**config.mk**
```make
export PLATFORM = sky130hd
export DESIGN_NAME = elevator_controller_seq_flat
export DESIGN_NICKNAME = d
export VERILOG_FILES = /design/src/rtl/elevator_controller_seq_if.sv /design/src/rtl/elevator_controller_seq.sv /design/src/flat_wrapper.sv
export SDC_FILE = /design/constraint.sdc
export NUM_CORES = 1
export LEC_CHECK = 0
export BUFFER_PORTS_ARGS = -buffer_cell sky130_fd_sc_hd__buf_2
export CORE_MARGIN = 4
export CORE_UTILIZATION = 54
export CTS_CLUSTER_DIAMETER = 80
export DETAILED_ROUTE_END_ITERATION = 7
export PLACE_DENSITY_LB_ADDON = 0.08
export SYNTH_ARGS = -nofsm -noshare
export SYNTH_HDL_FRONTEND = slang
export SYNTH_SLANG_ARGS = --single-unit
```
**constraint.sdc**
```tcl
create_clock -name clk -period 3.1 [get_ports clk]
set_input_delay 0.31 -clock clk [delete_from_list [all_inputs] [get_ports clk]]
set_output_delay 0.31 -clock clk [all_outputs]
set_load 0.01 [all_outputs]
```
**src/rtl/elevator_controller_seq_if.sv**
```systemverilog
// Request bus between the button front-end (master) and the elevator
// controller (slave): request strobe, floor index and the error pulse back.
interface elevator_controller_seq_if #(
  parameter int FLOOR_W = 4
) ();
  logic               req_valid;
  logic [FLOOR_W-1:0] req_floor;
  logic               req_err;

  modport master (output req_valid, output req_floor, input req_err);
  modport slave  (input req_valid, input req_floor, output req_err);
endinterface

```
**src/rtl/elevator_controller_seq.sv**
```systemverilog
// Sequential SCAN elevator controller: latches floor requests into a pending
// bitmap, steps the cab one floor per TRAVEL_CYCLES and holds the doors open
// for DOOR_CYCLES. Optional macro ELEV_EMERGENCY_EN adds an emergency input
// that flushes requests and parks the cab at floor 0 with the doors open.
module elevator_controller_seq #(
  parameter int FLOORS        = 16,
  parameter int FLOOR_W       = 4,
  parameter int TRAVEL_CYCLES = 4,
  parameter int DOOR_CYCLES   = 3
) (
  input  logic                      clk,
  input  logic                      rst_n,
  elevator_controller_seq_if.slave  req,
`ifdef ELEV_EMERGENCY_EN
  input  logic                      emergency,
`endif
  output logic [FLOOR_W-1:0]        current_floor,
  output logic [1:0]                direction,
  output logic                      door_open,
  output logic [FLOORS-1:0]         pending
);

  localparam logic [1:0] ST_IDLE = 2'b00;
  localparam logic [1:0] ST_UP   = 2'b01;
  localparam logic [1:0] ST_DOWN = 2'b10;
  localparam logic [1:0] ST_DOOR = 2'b11;

  localparam int TW = $clog2(TRAVEL_CYCLES + 1);
  localparam int DW = $clog2(DOOR_CYCLES + 1);
  localparam logic [TW-1:0] TRAVEL_LAST = TW'(TRAVEL_CYCLES - 1);
  localparam logic [DW-1:0] DOOR_LAST   = DW'(DOOR_CYCLES - 1);

  logic [1:0]         state_q, state_d;
  logic [FLOOR_W-1:0] floor_q, floor_d;
  logic               last_down_q, last_down_d;
  logic [TW-1:0]      travel_q, travel_d;
  logic [DW-1:0]      door_q, door_d;
  logic [FLOORS-1:0]  pending_q, pending_d;
  logic               err_q;

  logic               in_range, accept, door_hit;
  logic [FLOORS-1:0]  set_mask, clr_mask, here_mask, step_mask;
  logic [FLOOR_W-1:0] floor_step;
  logic               arrive, above, below;
  logic [1:0]         pick_state;
  logic               pick_last_down;

  function automatic logic [FLOORS-1:0] onehot(input logic [FLOOR_W-1:0] f);
    return {{(FLOORS-1){1'b0}}, 1'b1} << f;
  endfunction

  // Request qualification: range check, door-extension detection, set mask
  always_comb begin
    in_range = {1'b0, req.req_floor} < (FLOOR_W+1)'(FLOORS);
`ifdef ELEV_EMERGENCY_EN
    accept   = req.req_valid && in_range && !emergency;
`else
    accept   = req.req_valid && in_range;
`endif
    door_hit = accept && (state_q == ST_DOOR) && (req.req_floor == floor_q);
    set_mask = (accept && !door_hit) ? onehot(req.req_floor) : '0;
  end

  // Outstanding work above and below the cab, from the registered bitmap
  always_comb begin
    above = 1'b0;
    below = 1'b0;
    for (int unsigned i = 0; i < FLOORS; i++) begin
      if (pending_q[i]) begin
        if (i > 32'(floor_q)) above = 1'b1;
        if (i < 32'(floor_q)) below = 1'b1;
      end
    end
  end

  // SCAN preference: keep the last direction if work remains, else reverse
  always_comb begin
    pick_state = ST_IDLE;
    if (!last_down_q) begin
      if (above)      pick_state = ST_UP;
      else if (below) pick_state = ST_DOWN;
    end else begin
      if (below)      pick_state = ST_DOWN;
      else if (above) pick_state = ST_UP;
    end
    pick_last_down = (pick_state == ST_DOWN) ? 1'b1 :
                     (pick_state == ST_UP)   ? 1'b0 : last_down_q;
  end

  // Travel step geometry
  always_comb begin
    here_mask  = onehot(floor_q);
    floor_step = (state_q == ST_UP) ? floor_q + FLOOR_W'(1) : floor_q - FLOOR_W'(1);
    step_mask  = onehot(floor_step);
    arrive     = (travel_q == TRAVEL_LAST);
  end

  // Next-state logic for the FSM, timers and pending bitmap
  always_comb begin
    state_d     = state_q;
    floor_d     = floor_q;
    last_down_d = last_down_q;
    travel_d    = travel_q;
    door_d      = door_q;
    clr_mask    = '0;
    case (state_q)
      ST_IDLE: begin
        if (|(pending_q & here_mask)) begin
          state_d  = ST_DOOR;
          door_d   = '0;
          clr_mask = here_mask;
        end else begin
          state_d     = pick_state;
          travel_d    = '0;
          last_down_d = pick_last_down;
        end
      end
      ST_UP, ST_DOWN: begin
        if (arrive) begin
          floor_d  = floor_step;
          travel_d = '0;
          // a request landing on the arrival floor this very edge also stops the cab
          if (|((pending_q | set_mask) & step_mask)) begin
            state_d  = ST_DOOR;
            door_d   = '0;
            clr_mask = step_mask;
          end
        end else begin
          travel_d = travel_q + TW'(1);
        end
      end
      default: begin
        if (door_hit) begin
          door_d = '0;
        end else if (door_q == DOOR_LAST) begin
          state_d     = pick_state;
          travel_d    = '0;
          last_down_d = pick_last_down;
        end else begin
          door_d = door_q + DW'(1);
        end
      end
    endcase
    pending_d = (pending_q | set_mask) & ~clr_mask;
`ifdef ELEV_EMERGENCY_EN
    // emergency overrides every normal decision: head for floor 0 and park there
    if (emergency) begin
      pending_d = '0;
      door_d    = '0;
      if ((state_q == ST_DOWN) && (floor_q != '0)) begin
        state_d = ST_DOWN;
        if (arrive) begin
          floor_d  = floor_step;
          travel_d = '0;
          if (floor_step == '0) state_d = ST_DOOR;
        end else begin
          floor_d  = floor_q;
          travel_d = travel_q + TW'(1);
        end
      end else if (floor_q == '0) begin
        state_d  = ST_DOOR;
        floor_d  = floor_q;
        travel_d = '0;
      end else begin
        state_d     = ST_DOWN;
        floor_d     = floor_q;
        travel_d    = '0;
        last_down_d = 1'b1;
      end
    end
`endif
  end

  // State registers with asynchronous active-low reset
  always_ff @(posedge clk or negedge rst_n) begin
    if (!rst_n) begin
      state_q     <= ST_IDLE;
      floor_q     <= '0;
      last_down_q <= 1'b0;
      travel_q    <= '0;
      door_q      <= '0;
      pending_q   <= '0;
      err_q       <= 1'b0;
    end else begin
      state_q     <= state_d;
      floor_q     <= floor_d;
      last_down_q <= last_down_d;
      travel_q    <= travel_d;
      door_q      <= door_d;
      pending_q   <= pending_d;
      err_q       <= req.req_valid && !in_range;
    end
  end

  assign current_floor = floor_q;
  assign direction     = state_q;
  assign door_open     = (state_q == ST_DOOR);
  assign pending       = pending_q;
  assign req.req_err   = err_q;

endmodule

```
**src/flat_wrapper.sv**
```systemverilog
// flat-port wrapper written by rule: the top's interface ports become plain ports
module elevator_controller_seq_flat 
#(
  parameter int FLOORS        = 16,
  parameter int FLOOR_W       = 4,
  parameter int TRAVEL_CYCLES = 4,
  parameter int DOOR_CYCLES   = 3
)
  (clk, rst_n, current_floor, direction, door_open, pending, req_req_valid, req_req_floor, req_req_err);
  elevator_controller_seq_if #(.FLOOR_W(FLOOR_W)) req_i ();
  input  logic clk;
  input  logic rst_n;
  output logic [FLOOR_W-1:0] current_floor;
  output logic [1:0] direction;
  output logic door_open;
  output logic [FLOORS-1:0] pending;
  input wire logic [$bits(req_i.req_valid)-1:0] req_req_valid;
  input wire logic [$bits(req_i.req_floor)-1:0] req_req_floor;
  output wire logic [$bits(req_i.req_err)-1:0] req_req_err;
  assign req_i.req_valid = req_req_valid;
  assign req_i.req_floor = req_req_floor;
  assign req_req_err = req_i.req_err;
  elevator_controller_seq #(.FLOORS(FLOORS), .FLOOR_W(FLOOR_W), .TRAVEL_CYCLES(TRAVEL_CYCLES), .DOOR_CYCLES(DOOR_CYCLES)) u_core (.clk(clk), .rst_n(rst_n), .req(req_i), .current_floor(current_floor), .direction(direction), .door_open(door_open), .pending(pending));
endmodule
```
==> reports/results.ini <==
[run_status]
status=complete, no violations

[yosys]
syn_area_mm2=0.002758
synth_warnings=0
synth_edf_count=0
ys.flop_type=dfrtp_1
ys_ff_latch=28
synth_mux_area_share_pct=1.225
synth_top_family_by_area=compound AO/OA/AOI/OAI gates
yosysSeqAreaShare_pct=25.41
synth_top_area_share_pct=25.41
ys_top_cells_by_area=dfrtp_1 (25%), a21oi_1 (6.4%), a221oi_1 (6.0%)
synth_area_per_cell_um2=8.485
synth_compound_area_share_pct=31.31
synth_top_area_cell=dfrtp_1
synthDistinctLibCells=71
synthSimpleGateAreaFrac_pct=26.23
synthArstFlopShare_pct=100.0
synthAdderAreaFrac_pct=5.898
syn_nets=345
synth_xor_area_share_pct=4.174
syn_inst=325

[drt]
wl_per_cell_um=22.19
vias=3036
drtPass1Iterations=6
vias_per_cell=7.077
drt_iter0_drc=359
drt-total-wl_um=9519
ant_nets=0
drc_errors=0

[clocking]
clkTransAtPathRegs_ps=100
clock-sinks=28
cts_hold_buf=0
cts_root_buf=clkbuf_8
clock_tree.buffer_depth=2
htreeDepth=1
cts_made_buffers=3
cts_tree=yes
clkLatencyLatePin_ps=290

[critical_path]
critPathLaunchType=register
slowest_stage=dfrtp_1
path_buf_inv=3
r2r_cells=9
cp-end-kind=register
worstPathMaxFanout=12
worstPathCellList=buf_4 > inv_1 > xnor2_1 > or4_1 > o2111ai_2 > nor4_4 > buf_4 > nor4b_4 > a221oi_1
critPathKind=register to register
cp_top_family=simple AND/OR/NAND/NOR gates
reg2reg_setup_slack_ps=130
slowest_delay_ps=590
cp_data_required_time_ps=3240
arrival_ps=3120
cp.depth=9
cpMostUsedCell=buf_4

[layout]
postLayoutCoreUtil_pct=65.14
diodes=0
seqCellArea_um2=701.9
multi_input_area_mm2=0.001929
nFillCells=434
area_delta_synth_final_pct=14.52
drive_gt1_share_pct=22.65
design_area_mm2=0.003158
nNetsFinal=383

[floorplanning]
boundaryPins=31
coreArea_mm2=0.004848
die_w_um=79.46
die_h_um=79.46
rows=25
dieArea_mm2=0.006314
start_util_pct=56.88

[timing]
fin_ws_ps=127.8
finalHoldViolCount=0
worst_pin_slew_ps=630.7
finClkSkew_ps=6.588
period_share_pct=95.88
fmax_mhz=336.5
slew_headroom_pct=57.95
fin_crit_ps=2972
slew_violations=0
setup_violations=0

[flow_run]
cap_viol_max_count=0

[power]
p_seq_share_pct=19.3
power.density_mw_per_mm2=1326
p_total_w=0.004189
power.share.combinational_pct=73.6
ir_worst_vdd_mv=0.8237
switching_share_pct=54.30
internal-power_w=0.001914
power_frac_clock_pct=7.1
p_leak_nw=1.276
p_sw_w=0.002275

[place]
io_buffers=29
placed_area_mm2=0.003050
dp_hpwl_um=6955
gp_congestion=1.062
pre_cts_ws_ps=113.6

[global_routing]
antenna_found_initial=0
grt_start_max_net_pins=29
grt_pass1_vias=2678
grtUsageTotal_pct=30.39
grt_first_pass_wirelength_um=14600
overflow=0

[worst_hold_path]
hold_class=input port to async pin

-- per-stage QoR --
stage                     hold WS (ps)  instances  TNS, ps
after detailed placement         364.9        424        0
final                            26.45        429        0
after floorplan                  14.41        325        0
after global placement           356.5        424        0
after global routing             64.62        429   -87.08
after CTS                        50.15        428        0
-- layer usage --
metal / GRT usage [%] / vias to the layer above / routed length [um]
li1: - / 1325 / -
met1: 39.03 / 1418 / 3799
met2: 47.91 / 237 / 4241
met3: 7.562 / 56 / 1027
met4: 13.92 / 0 / 450
met5: 0 / - / 0
-- cells by family (layout without fill, tap and decap cells) --
| kind of cell | Yosys count | count (layout) |
|---|---|---|
| compound gates | 122 | 122 |
| simple gates | 118 | 118 |
| buf+inv | 32 | 69 |
| flops | 28 | 28 |
| fa+ha+maj | 13 | 13 |
| xor+xnor | 8 | 8 |
| mux | 3 | 3 |
| other cells | 1 | 1 |
-- synth_stat cells, types with 4 or more instances --
cell type / count
a21oi_1: 35
a221oi_1: 19
a2bb2oi_1: 4
a31oi_1: 8
and2_1: 5
buf_2: 7
clkbuf_1: 7
dfrtp_1: 28
ha_1: 13
inv_1: 11
nand2_1: 24
nand2b_1: 6
nand3_1: 9
nor2_1: 23
nor2b_1: 7
nor3_1: 12
o21ai_0: 12
o22ai_1: 5
-- layout make-up --
class | instances | area share, %
sequential | 28 | 22.23
multi-input combinational | 265 | 61.09
tap | 67 | 2.655
inverter | 12 | 1.466
clock inverter | 1 | 0.9509
timing repair buffer | 53 | 10.30
clock buffer | 3 | 1.307
-- power by group through the flow --
stage / clock network (W) / registers (W) / logic [W]
4_1_cts: 0.000302 / 0.000782 / 0.00291
3_5_place_dp: 0 / 0.000790 / 0.00290
2_1_floorplan: 0 / 0.000721 / 0.00209
5_1_grt: 0.000315 / 0.000817 / 0.00332
3_3_place_gp: 0 / 0.000784 / 0.00289
6_report: 0.000298 / 0.000809 / 0.00308
-- what timing repair did --
item                                    4_1_cts  5_1_grt
endpoints found under the setup margin        0       13
hold endpoints to repair                      0        0
buffers inserted                              0        1
resized for setup                             0        6
-- flip-flops by register name, summed over array words and instances (netlist names) --
| register | count |
|---|---|
| u_core.door_q | 2 |
| u_core.current_floor | 4 |
| u_core.travel_q | 3 |
| u_core.pending | 16 |
| u_core.last_down_q | 1 |
| u_core.direction | 2 |
-- cell usage in the layout (no fill, tap or decap), types with 9 or more instances in the layout --
cell type and instances:
a21oi_1 35, a221oi_1 19, buf_2 29, buf_4 24
dfrtp_1 27, ha_1 12, inv_1 11, nand2_1 24
nand3_1 9, nor2_1 23, nor3_1 12, o21ai_0 12
-- final timing paths --
check	from	end
hold reg to reg	u_core.travel_q[1]$_DFFE_PN0P_	u_core.travel_q[1]$_DFFE_PN0P_
min in group clk	u_core.travel_q[1]$_DFFE_PN0P_	u_core.travel_q[1]$_DFFE_PN0P_
setup / recovery	u_core.current_floor[3]$_DFFE_PN0P_	u_core.pending[5]$_DFF_PN0_
max in group asynchronous	rst_n	u_core.current_floor[0]$_DFFE_PN0P_
hold / removal	rst_n	u_core.pending[10]$_DFF_PN0_
setup reg to reg	u_core.current_floor[3]$_DFFE_PN0P_	u_core.pending[5]$_DFF_PN0_
Power figures use the tool's default switching activity.
